$ cat src/rtl/ppio_state_scan_ctrl_if.sv
// Host-side bus of the PPI/PPO state scan controller: command, load-word and unload-word channels.
// The slave modport is the controller's view, and the master modport is the host's view.
interface ppio_state_scan_ctrl_if #(
  parameter int WORD_W = 32,
  parameter int CNT_W  = 16
);
  logic              cmd_valid_i;
  logic              cmd_ready_o;
  logic [1:0]        cmd_op_i;
  logic [CNT_W-1:0]  cmd_arg_i;
  logic [WORD_W-1:0] wr_data_i;
  logic              wr_valid_i;
  logic              wr_ready_o;
  logic [WORD_W-1:0] rd_data_o;
  logic              rd_valid_o;
  logic              rd_ready_i;

  modport slave (
    input  cmd_valid_i, cmd_op_i, cmd_arg_i, wr_data_i, wr_valid_i, rd_ready_i,
    output cmd_ready_o, wr_ready_o, rd_data_o, rd_valid_o
  );

  modport master (
    output cmd_valid_i, cmd_op_i, cmd_arg_i, wr_data_i, wr_valid_i, rd_ready_i,
    input  cmd_ready_o, wr_ready_o, rd_data_o, rd_valid_o
  );
endinterface

$ cat src/rtl/ppio_state_scan_ctrl.sv
// Holds the extracted flop state: it drives the PPIs, captures the PPOs for N cycles,
// and supports word-serial load and unload of the whole state vector by the host.
module ppio_state_scan_ctrl #(
  parameter int STATE_W = 64,
  parameter int WORD_W  = 32,
  parameter int CNT_W   = 16
) (
  input  logic                  CLK,
  input  logic                  RSTB,
  input  logic [STATE_W-1:0]    ppo_i,
  output logic [STATE_W-1:0]    ppi_o,
  output logic                  busy_o,
  output logic                  done_o,
  ppio_state_scan_ctrl_if.slave bus
);

  localparam int NWORDS = (STATE_W + WORD_W - 1) / WORD_W;
  localparam int EXT_W  = NWORDS * WORD_W;
  localparam int IDX_W  = (NWORDS > 1) ? $clog2(NWORDS) : 1;
  localparam logic [IDX_W-1:0] LAST_IDX = IDX_W'(NWORDS - 1);

  localparam logic [1:0] OP_NOP    = 2'b00;
  localparam logic [1:0] OP_LOAD   = 2'b01;
  localparam logic [1:0] OP_UNLOAD = 2'b10;
  localparam logic [1:0] OP_RUN    = 2'b11;

  typedef enum logic [1:0] {
    ST_IDLE   = 2'd0,
    ST_LOAD   = 2'd1,
    ST_UNLOAD = 2'd2,
    ST_RUN    = 2'd3
  } fsm_t;

  fsm_t               fsm_q,      fsm_d;
  logic [STATE_W-1:0] state_q,    state_d;
  logic [EXT_W-1:0]   snap_q,     snap_d;
  logic [IDX_W-1:0]   idx_q,      idx_d;
  logic [CNT_W-1:0]   cnt_q,      cnt_d;
  logic [WORD_W-1:0]  rd_data_q,  rd_data_d;
  logic               rd_valid_q, rd_valid_d;
  logic               done_q,     done_d;

  logic [EXT_W-1:0]   ext_s;
  logic [IDX_W-1:0]   idx_nxt_s;

  always_ff @(posedge CLK) begin
    if (!RSTB) begin
      fsm_q      <= ST_IDLE;
      state_q    <= '0;
      snap_q     <= '0;
      idx_q      <= '0;
      cnt_q      <= '0;
      rd_data_q  <= '0;
      rd_valid_q <= 1'b0;
      done_q     <= 1'b0;
    end else begin
      fsm_q      <= fsm_d;
      state_q    <= state_d;
      snap_q     <= snap_d;
      idx_q      <= idx_d;
      cnt_q      <= cnt_d;
      rd_data_q  <= rd_data_d;
      rd_valid_q <= rd_valid_d;
      done_q     <= done_d;
    end
  end

  always_comb begin
    fsm_d      = fsm_q;
    state_d    = state_q;
    snap_d     = snap_q;
    idx_d      = idx_q;
    cnt_d      = cnt_q;
    rd_data_d  = rd_data_q;
    rd_valid_d = rd_valid_q;
    done_d     = 1'b0;
    idx_nxt_s  = idx_q + IDX_W'(1);
    // The state is zero-padded to whole words, so a load of the top word drops bits above STATE_W.
    ext_s                = '0;
    ext_s[STATE_W-1:0]   = state_q;

    case (fsm_q)
      ST_IDLE: begin
        if (bus.cmd_valid_i) begin
          case (bus.cmd_op_i)
            OP_LOAD: begin
              fsm_d = ST_LOAD;
              idx_d = '0;
            end
            OP_UNLOAD: begin
              fsm_d      = ST_UNLOAD;
              idx_d      = '0;
              snap_d     = ext_s;
              rd_data_d  = ext_s[WORD_W-1:0];
              rd_valid_d = 1'b1;
            end
            OP_RUN: begin
              if (bus.cmd_arg_i == '0) begin
                done_d = 1'b1;
              end else begin
                cnt_d = bus.cmd_arg_i;
                fsm_d = ST_RUN;
              end
            end
            OP_NOP: begin
              fsm_d = ST_IDLE;
            end
            default: begin
              fsm_d = ST_IDLE;
            end
          endcase
        end else begin
          fsm_d = ST_IDLE;
        end
      end

      ST_LOAD: begin
        if (bus.wr_valid_i) begin
          for (int w = 0; w < NWORDS; w++) begin
            if (idx_q == IDX_W'(w)) begin
              ext_s[w*WORD_W +: WORD_W] = bus.wr_data_i;
            end else begin
              ext_s[w*WORD_W +: WORD_W] = ext_s[w*WORD_W +: WORD_W];
            end
          end
          state_d = ext_s[STATE_W-1:0];
          if (idx_q == LAST_IDX) begin
            fsm_d  = ST_IDLE;
            idx_d  = '0;
            done_d = 1'b1;
          end else begin
            idx_d = idx_nxt_s;
          end
        end else begin
          idx_d = idx_q;
        end
      end

      ST_UNLOAD: begin
        if (rd_valid_q && bus.rd_ready_i) begin
          if (idx_q == LAST_IDX) begin
            fsm_d      = ST_IDLE;
            idx_d      = '0;
            rd_valid_d = 1'b0;
            done_d     = 1'b1;
          end else begin
            idx_d = idx_nxt_s;
            for (int w = 0; w < NWORDS; w++) begin
              if (idx_nxt_s == IDX_W'(w)) begin
                rd_data_d = snap_q[w*WORD_W +: WORD_W];
              end else begin
                rd_data_d = rd_data_d;
              end
            end
          end
        end else begin
          idx_d = idx_q;
        end
      end

      ST_RUN: begin
        // Every edge spent in RUN is one capture, so N cycles give exactly N captures.
        state_d = ppo_i;
        cnt_d   = cnt_q - CNT_W'(1);
        if (cnt_q == CNT_W'(1)) begin
          fsm_d  = ST_IDLE;
          done_d = 1'b1;
        end else begin
          fsm_d = ST_RUN;
        end
      end

      default: begin
        fsm_d      = ST_IDLE;
        rd_valid_d = 1'b0;
      end
    endcase
  end

  assign ppi_o           = state_q;
  assign busy_o          = (fsm_q != ST_IDLE);
  assign done_o          = done_q;
  assign bus.cmd_ready_o = (fsm_q == ST_IDLE);
  assign bus.wr_ready_o  = (fsm_q == ST_LOAD);
  assign bus.rd_valid_o  = rd_valid_q;
  assign bus.rd_data_o   = rd_data_q;

endmodule

$ cat src/flat_wrapper.sv
// flat-port wrapper written by rule: the top's interface ports become plain ports
module ppio_state_scan_ctrl_flat 
#(
  parameter int STATE_W = 64,
  parameter int WORD_W  = 32,
  parameter int CNT_W   = 16
)
  (CLK, RSTB, ppo_i, ppi_o, busy_o, done_o, bus_cmd_valid_i, bus_cmd_op_i, bus_cmd_arg_i, bus_wr_data_i, bus_wr_valid_i, bus_rd_ready_i, bus_cmd_ready_o, bus_wr_ready_o, bus_rd_data_o, bus_rd_valid_o);
  ppio_state_scan_ctrl_if #(.WORD_W(WORD_W), .CNT_W(CNT_W)) bus_i ();
  input  logic CLK;
  input  logic RSTB;
  input  logic [STATE_W-1:0] ppo_i;
  output logic [STATE_W-1:0] ppi_o;
  output logic busy_o;
  output logic done_o;
  input wire logic [$bits(bus_i.cmd_valid_i)-1:0] bus_cmd_valid_i;
  input wire logic [$bits(bus_i.cmd_op_i)-1:0] bus_cmd_op_i;
  input wire logic [$bits(bus_i.cmd_arg_i)-1:0] bus_cmd_arg_i;
  input wire logic [$bits(bus_i.wr_data_i)-1:0] bus_wr_data_i;
  input wire logic [$bits(bus_i.wr_valid_i)-1:0] bus_wr_valid_i;
  input wire logic [$bits(bus_i.rd_ready_i)-1:0] bus_rd_ready_i;
  output wire logic [$bits(bus_i.cmd_ready_o)-1:0] bus_cmd_ready_o;
  output wire logic [$bits(bus_i.wr_ready_o)-1:0] bus_wr_ready_o;
  output wire logic [$bits(bus_i.rd_data_o)-1:0] bus_rd_data_o;
  output wire logic [$bits(bus_i.rd_valid_o)-1:0] bus_rd_valid_o;
  assign bus_i.cmd_valid_i = bus_cmd_valid_i;
  assign bus_i.cmd_op_i = bus_cmd_op_i;
  assign bus_i.cmd_arg_i = bus_cmd_arg_i;
  assign bus_i.wr_data_i = bus_wr_data_i;
  assign bus_i.wr_valid_i = bus_wr_valid_i;
  assign bus_i.rd_ready_i = bus_rd_ready_i;
  assign bus_cmd_ready_o = bus_i.cmd_ready_o;
  assign bus_wr_ready_o = bus_i.wr_ready_o;
  assign bus_rd_data_o = bus_i.rd_data_o;
  assign bus_rd_valid_o = bus_i.rd_valid_o;
  ppio_state_scan_ctrl #(.STATE_W(STATE_W), .WORD_W(WORD_W), .CNT_W(CNT_W)) u_core (.CLK(CLK), .RSTB(RSTB), .ppo_i(ppo_i), .ppi_o(ppi_o), .busy_o(busy_o), .done_o(done_o), .bus(bus_i));
endmodule
$ cat config.mk
export PLATFORM = sky130hd
export DESIGN_NAME = ppio_state_scan_ctrl_flat
export DESIGN_NICKNAME = d
export VERILOG_FILES = /design/src/rtl/ppio_state_scan_ctrl_if.sv /design/src/rtl/ppio_state_scan_ctrl.sv /design/src/flat_wrapper.sv
export SDC_FILE = /design/constraint.sdc
export NUM_CORES = 1
export LEC_CHECK = 0
export ABC_AREA = 0
export CAP_MARGIN = 40
export CORE_MARGIN = 2
export CORE_UTILIZATION = 45
export DETAILED_ROUTE_END_ITERATION = 10
export PLACE_DENSITY = 0.78
export SLEW_MARGIN = 20
export SYNTH_ARGS = -nofsm -noshare
export SYNTH_HDL_FRONTEND = slang
export SYNTH_SLANG_ARGS = --single-unit
$ cat constraint.sdc
create_clock -name CLK -period 2.5 [get_ports CLK]
set_clock_uncertainty 0.2 [all_clocks]
set_input_delay 0.5 -clock CLK [delete_from_list [all_inputs] [get_ports CLK]]
set_output_delay 0.5 -clock CLK [all_outputs]
set_load 0.05 [all_outputs]
# Word level (Yosys, flattened, before mapping)
# Index checks and enable logic that the tools add are counted.
[word_totals]
reg_bits = 181
latchBits = 0
ramBits = 0
mem_bits_ro = 0
inputBits = 119
out_inout_bits = 101
elab_cells = 89
memories = 0
[classes]
add_sub_neg = 2
multipliers = 0
div = 0
n_lt_le_gt_ge = 0
n_eq_ne = 19
n_shift = 0
mux = 41
n_bitwise = 0
n_reduce_logical = 18
[ops]
columns = ["op", "n"]
rows = [
  ["32-bit two-way mux", 7],
  ["64-bit one-hot mux with 2 select lines", 1],
  ["64-bit two-way mux", 1],
  ["32-bit one-hot mux with 2 select lines", 1],
  ["16-bit two-way mux", 3],
  ["16-bit one-hot mux with 2 select lines", 1],
  ["16-bit by 1-bit == test with 1-bit output, second input constant", 1],
  ["16-bit logical NOT", 1],
  ["1-bit two-way mux", 16],
  ["2-bit one-hot mux with 4 select lines", 2],
  ["16-bit by 1-bit subtractor with 16-bit output, second input constant", 1],
  ["5-bit AND reduction", 3],
  ["2-bit two-way mux", 6],
  ["2-bit != test, second input constant", 6],
  ["3-bit AND reduction", 4],
  ["2-bit by 1-bit != test with 1-bit output, second input constant", 5],
  ["2-bit == test, second input constant", 4],
  ["2-bit nonzero test", 4],
  ["2-bit by 1-bit == test with 1-bit output, second input constant", 2],
  ["2-bit logical NOT", 2],
  ["4-bit != test, second input constant", 1],
  ["1-bit one-hot mux with 4 select lines", 1],
  ["4-bit AND reduction", 1],
  ["1-bit one-hot mux with 3 select lines", 1],
  ["5 further kinds", 5],
]

# Logic depth before layout (Yosys ltp)
[depth]
depth_word = 5
depth_mapped = 9

# Worst setup path before layout
# OpenSTA, ideal clock, no wires.
[synth_timing]
path_type = "reg-to-reg"
from = "reg u_core.fsm_q[0]"
to = "reg u_core.rd_data_q[0], in the netlist u_core.bus.rd_data_o[0]"
setup_time_ns = 0.091
arrival_time_ns = 2.500
slack_ns = -0.290
stages_incl_launch_ff = 10
path_cell_list = "dfxtp_1 inv_1 ha_1 buf_2 inv_1 a21oi_1 nor2_1 clkbuf_1 nor2_1 a311oi_1"
[synth_via]
elab_chain_len = 3
[synth_rtl]
columns = ["element", "line_no", "text"]
rows = [
  ["start, declared", "ppio_state_scan_ctrl.sv:34", "fsm_t fsm_q, fsm_d;"],
  ["start signal, assigned", "ppio_state_scan_ctrl.sv:57", "fsm_q <= fsm_d;"],
  ["2-bit logical NOT (*)", "n/a", ""],
  ["net bus_cmd_ready_o", "flat_wrapper.sv:22", "output wire logic [$bits(bus_i.cmd_ready_o)-1:0] bus_cmd_ready_o;"],
  ["2-bit by 1-bit != test with 1-bit output (no source line) (tied with other cells)", "n/a", ""],
  ["5-bit AND reduction (no source line)", "n/a", ""],
  ["end signal, assigned", "ppio_state_scan_ctrl.sv:62", "rd_data_q <= rd_data_d;"],
  ["end, declared", "ppio_state_scan_ctrl.sv:39", "logic [WORD_W-1:0] rd_data_q, rd_data_d;"],
]
# The timed path passes the listed nets; every way through them passes the cells marked *.
# A chain may end at the register's enable or synchronous reset.

# Worst setup path after layout
[layout_timing]
from = "reg u_core.rd_valid_q, in the netlist u_core.bus.rd_valid_o"
to = "out bus_rd_valid_o"
[layout_rtl]
columns = ["element", "line_no", "text"]
rows = [
  ["start, declared", "ppio_state_scan_ctrl.sv:40", "logic rd_valid_q, rd_valid_d;"],
  ["start signal, assigned", "ppio_state_scan_ctrl.sv:63", "rd_valid_q <= rd_valid_d;"],
  ["end, declared", "flat_wrapper.sv:25", "output wire logic [$bits(bus_i.rd_valid_o)-1:0] bus_rd_valid_o;"],
]
# No word-level cell between the ends.

==> impl_metrics.yaml <==
synthesis:
  synth_cell_type_count: 51
  synth-edff-count: 0
  synth-main-ff-cell: "dfxtp_1"
  synthCells: 854
  synthArstFlopShare: 0
  synth_nets: 982
  syn_area_per_cell_um2: 8.07
  synth_area_um2: 6900
  yosysWarnings: 0
  synth-seq-area-share: 0.433
  synth-seq-cells: 149
placed_design:
  routabilityCongestion: 0.863
  place_ws_ns: -0.306
  dp_hpwl_um: 14400
  placed_cell_area_um2: 9430
  dp_cells: 1214
  numPortBuffers: 219
timing:
  drv_slew: 0
  finalCritPeriodShare: 0.949
  fmax_mhz: 422
  finalWorstSetupSlack_ns: 0.128
  worst_pin_slew_ns: 0.582
  tns_ns: 0
  hold_viol: 0
  holdWs_ns: 0.255
  rsz0062_at_grt: "no"
  finalCriticalPeriod_ns: 2.37
  relSlewSlack: 0.611
  setup_viol: 0
critical_path:
  reg2reg_to: "u_core.ppi_o[38]"
  cp_slowest_cell: "clkdlybuf4s50_1"
  worstSetupPathType: "flip-flop to output pin"
  crit_start: "u_core.bus.rd_valid_o"
  arrival_ns: 1.67
  critical_path.top_delay_family: "buffers and inverters"
  required_ns: 1.80
  startpoint_type: "flip-flop"
  endpoint: "bus_rd_valid_o"
  max_stage_delay_ns: 0.84
  cp.depth: 1
  path_cells: "clkdlybuf4s50_1"
  reg2reg_depth: 8
  regToRegStartpoint: "u_core.fsm_q[0]"
  path_buf_inv: 1
  endpoint_kind: "output pin"
  cp_max_fo: 5
  worst-r2r-setup-slack_ns: 0.29
clock_network:
  numCtsBuffers: 17
  root_buffer: "clkbuf_16"
  clockBufferDepth: 2
  post_cts_buffers: 0
  hold_buffers: 0
  clk_latency_ns: 0.41
  cts_tree: "built"
  cts_sinks: 149
  h-tree-depth: 4
  clkTransAtPathRegs_ns: 0.06
route:
  drt_wl_total_um: 20500
  drt_first_pass_iters: 5
  post_drt_wl_per_cell_um: 16.5
  postRouteAntennaNets: 0
  drt_iter0_drc: 414
  num_vias: 6736
  drc: 0
  detail_route.vias_per_cell: 5.41
layout:
  nets: 1173
  stdcell_count: 1246
  layout-drive-gt1-share: 0.0784
  area_growth_pct: 45.4
  diodes: 0
  fin_area_um2: 10000
die:
  ios: 220
  die-area_um2: 16300
  rows: 45
  die_height_um: 128
  core_region_area_um2: 15100
  die_w_um: 128
  start_util: 0.457
pwr:
  clock_power_share: 0.242
  sw_frac_of_total: 0.419
  p_switching_w: 0.00432
  ir_drop_uv: 538
  seqPwrFrac: 0.311
  comb_power_share: 0.447
  powerDensity_nw_per_um2: 1030
  p_int_w: 0.00598
  p_leak_nw: 3.42
global_routing:
  gr-usage-all-layers: 0.249
  grt_first_pass_wirelength_um: 32400
  grt_max_degree: 69
  grt_pass1_vias: 6427
  gr-total-overflow: 0
  grt_antenna_before_repair: 0
min_path:
  hold_path_class: "flip-flop to flip-flop"
status:
  status: "completed"
job:
  cap_violations: 0
==> placed cells by master, fill, tap and decap left out, types with 5 or more instances in the layout <==
| cell type | count |
|---|---|
| clkinvlp_4 | 5 |
| dfxtp_1 | 149 |
| nand4_1 | 5 |
| o32ai_1 | 5 |
| clkbuf_16 | 17 |
| ha_1 | 6 |
| nand3_1 | 6 |
| nand2b_1 | 35 |
| nor2b_1 | 43 |
| nand2_1 | 89 |
| clkdlybuf4s50_1 | 216 |
| buf_4 | 28 |
| a21oi_1 | 105 |
| buf_12 | 9 |
| a211oi_1 | 62 |
| inv_1 | 11 |
| o21ai_0 | 7 |
| nor3_1 | 8 |
| nor2_1 | 108 |
| nand3b_1 | 32 |
| o211ai_1 | 6 |
| a311oi_1 | 31 |
| and3_1 | 5 |
| a21boi_0 | 11 |
==> kinds of logic after synthesis <==
group | synth area share
and+or+nand+nor | 0.246
buffers and inverters | 0.0524
muxes | 0.00290
AOI/OAI and AO/OA | 0.250
DFF | 0.433
adders and majority gates | 0.0163
==> Yosys cell counts (5+ instances only) <==
master / number / area share
nor2_1: 109 / 0.059
a21oi_1: 105 / 0.076
nand3_1: 6 / 0.0044
a21boi_0: 11 / 0.012
nand2_1: 90 / 0.049
nor3_1: 8 / 0.0058
and3_1: 5 / 0.0045
o21ai_0: 7 / 0.0051
ha_1: 9 / 0.016
inv_1: 12 / 0.0065
nand4_1: 5 / 0.0045
a311oi_1: 31 / 0.039
a211oi_1: 62 / 0.068
nand2b_1: 35 / 0.032
o32ai_1: 5 / 0.0064
o211ai_1: 6 / 0.0065
nor2b_1: 43 / 0.039
nand3b_1: 32 / 0.035
dfxtp_1: 149 / 0.43
clkbuf_1: 69 / 0.038
buf_1: 7 / 0.0038
==> through the flow <==
stage,util,power [W]
global route,0.665,0.0108
global placement,0.625,0.00778
finish,0.665,0.0103
CTS,0.664,0.0103
floorplan,-,0.00620
detailed placement,0.625,0.00783
==> worst min-delay path, stage by stage (launching register included) <==
cell	delay (ns)
dfxtp_1	0.31
nand2_1	0.05
a21oi_1	0.05
==> layer usage <==
layer	part of all wire	GRT usage
met5	0	0
met3	0.059	0.0593
met4	0.012	0.0718
met2	0.50	0.441
met1	0.43	0.300
==> timing repair <==
item | in CTS | in global routing
endpoints found under the setup margin | 0 | 2
resized for setup | 0 | 1
endpoints found under the hold margin | 0 | 0
==> worst min path at each step <==
stage / start / endpoint / slack, ns / cells after the start
6_report: u_core.snap_q[49] / u_core.snap_q[49] / 0.25 / 2
5_1_grt: u_core.cnt_q[10] / u_core.cnt_q[10] / 0.27 / 2
4_1_cts: u_core.snap_q[44] / u_core.snap_q[44] / 0.25 / 2
3_5_place_dp: u_core.snap_q[44] / u_core.snap_q[44] / 0.25 / 2
3_3_place_gp: u_core.snap_q[55] / u_core.snap_q[55] / 0.24 / 2
2_1_floorplan: u_core.cnt_q[10] / u_core.cnt_q[10] / 0.23 / 2
==> flip-flops by register name (all words and copies together), names as in the netlist <==
signal / count
u_core.idx_q: 1
u_core.bus.rd_valid_o: 1
u_core.snap_q: 32
u_core.fsm_q: 2
u_core.cnt_q: 16
u_core.bus.rd_data_o: 32
u_core.ppi_o: 64
u_core.done_o: 1
==> area by class of cell <==
class / instances / area, µm²
Fill cell: 1243 / 5060
Multi-Input combinational cell: 611 / 3620
Sequential cell: 149 / 2980
Timing Repair Buffer: 253 / 2550
Clock buffer: 20 / 467
Tap cell: 188 / 235
Clock inverter: 12 / 118
Inverter: 13 / 55.1
==> power groups by stage <==
| stage | sequential (W) | clock (W) | combinational [W] |
|---|---|---|---|
| after floorplan | 0.00458 | 0 | 0.00162 |
| after global placement | 0.00324 | 0 | 0.00454 |
| after detailed placement | 0.00325 | 0 | 0.00458 |
| after CTS | 0.00321 | 0.00253 | 0.00461 |
| after global routing | 0.00327 | 0.00264 | 0.00488 |
| final | 0.00321 | 0.00249 | 0.00460 |
(Power assumes the default switching activity.)
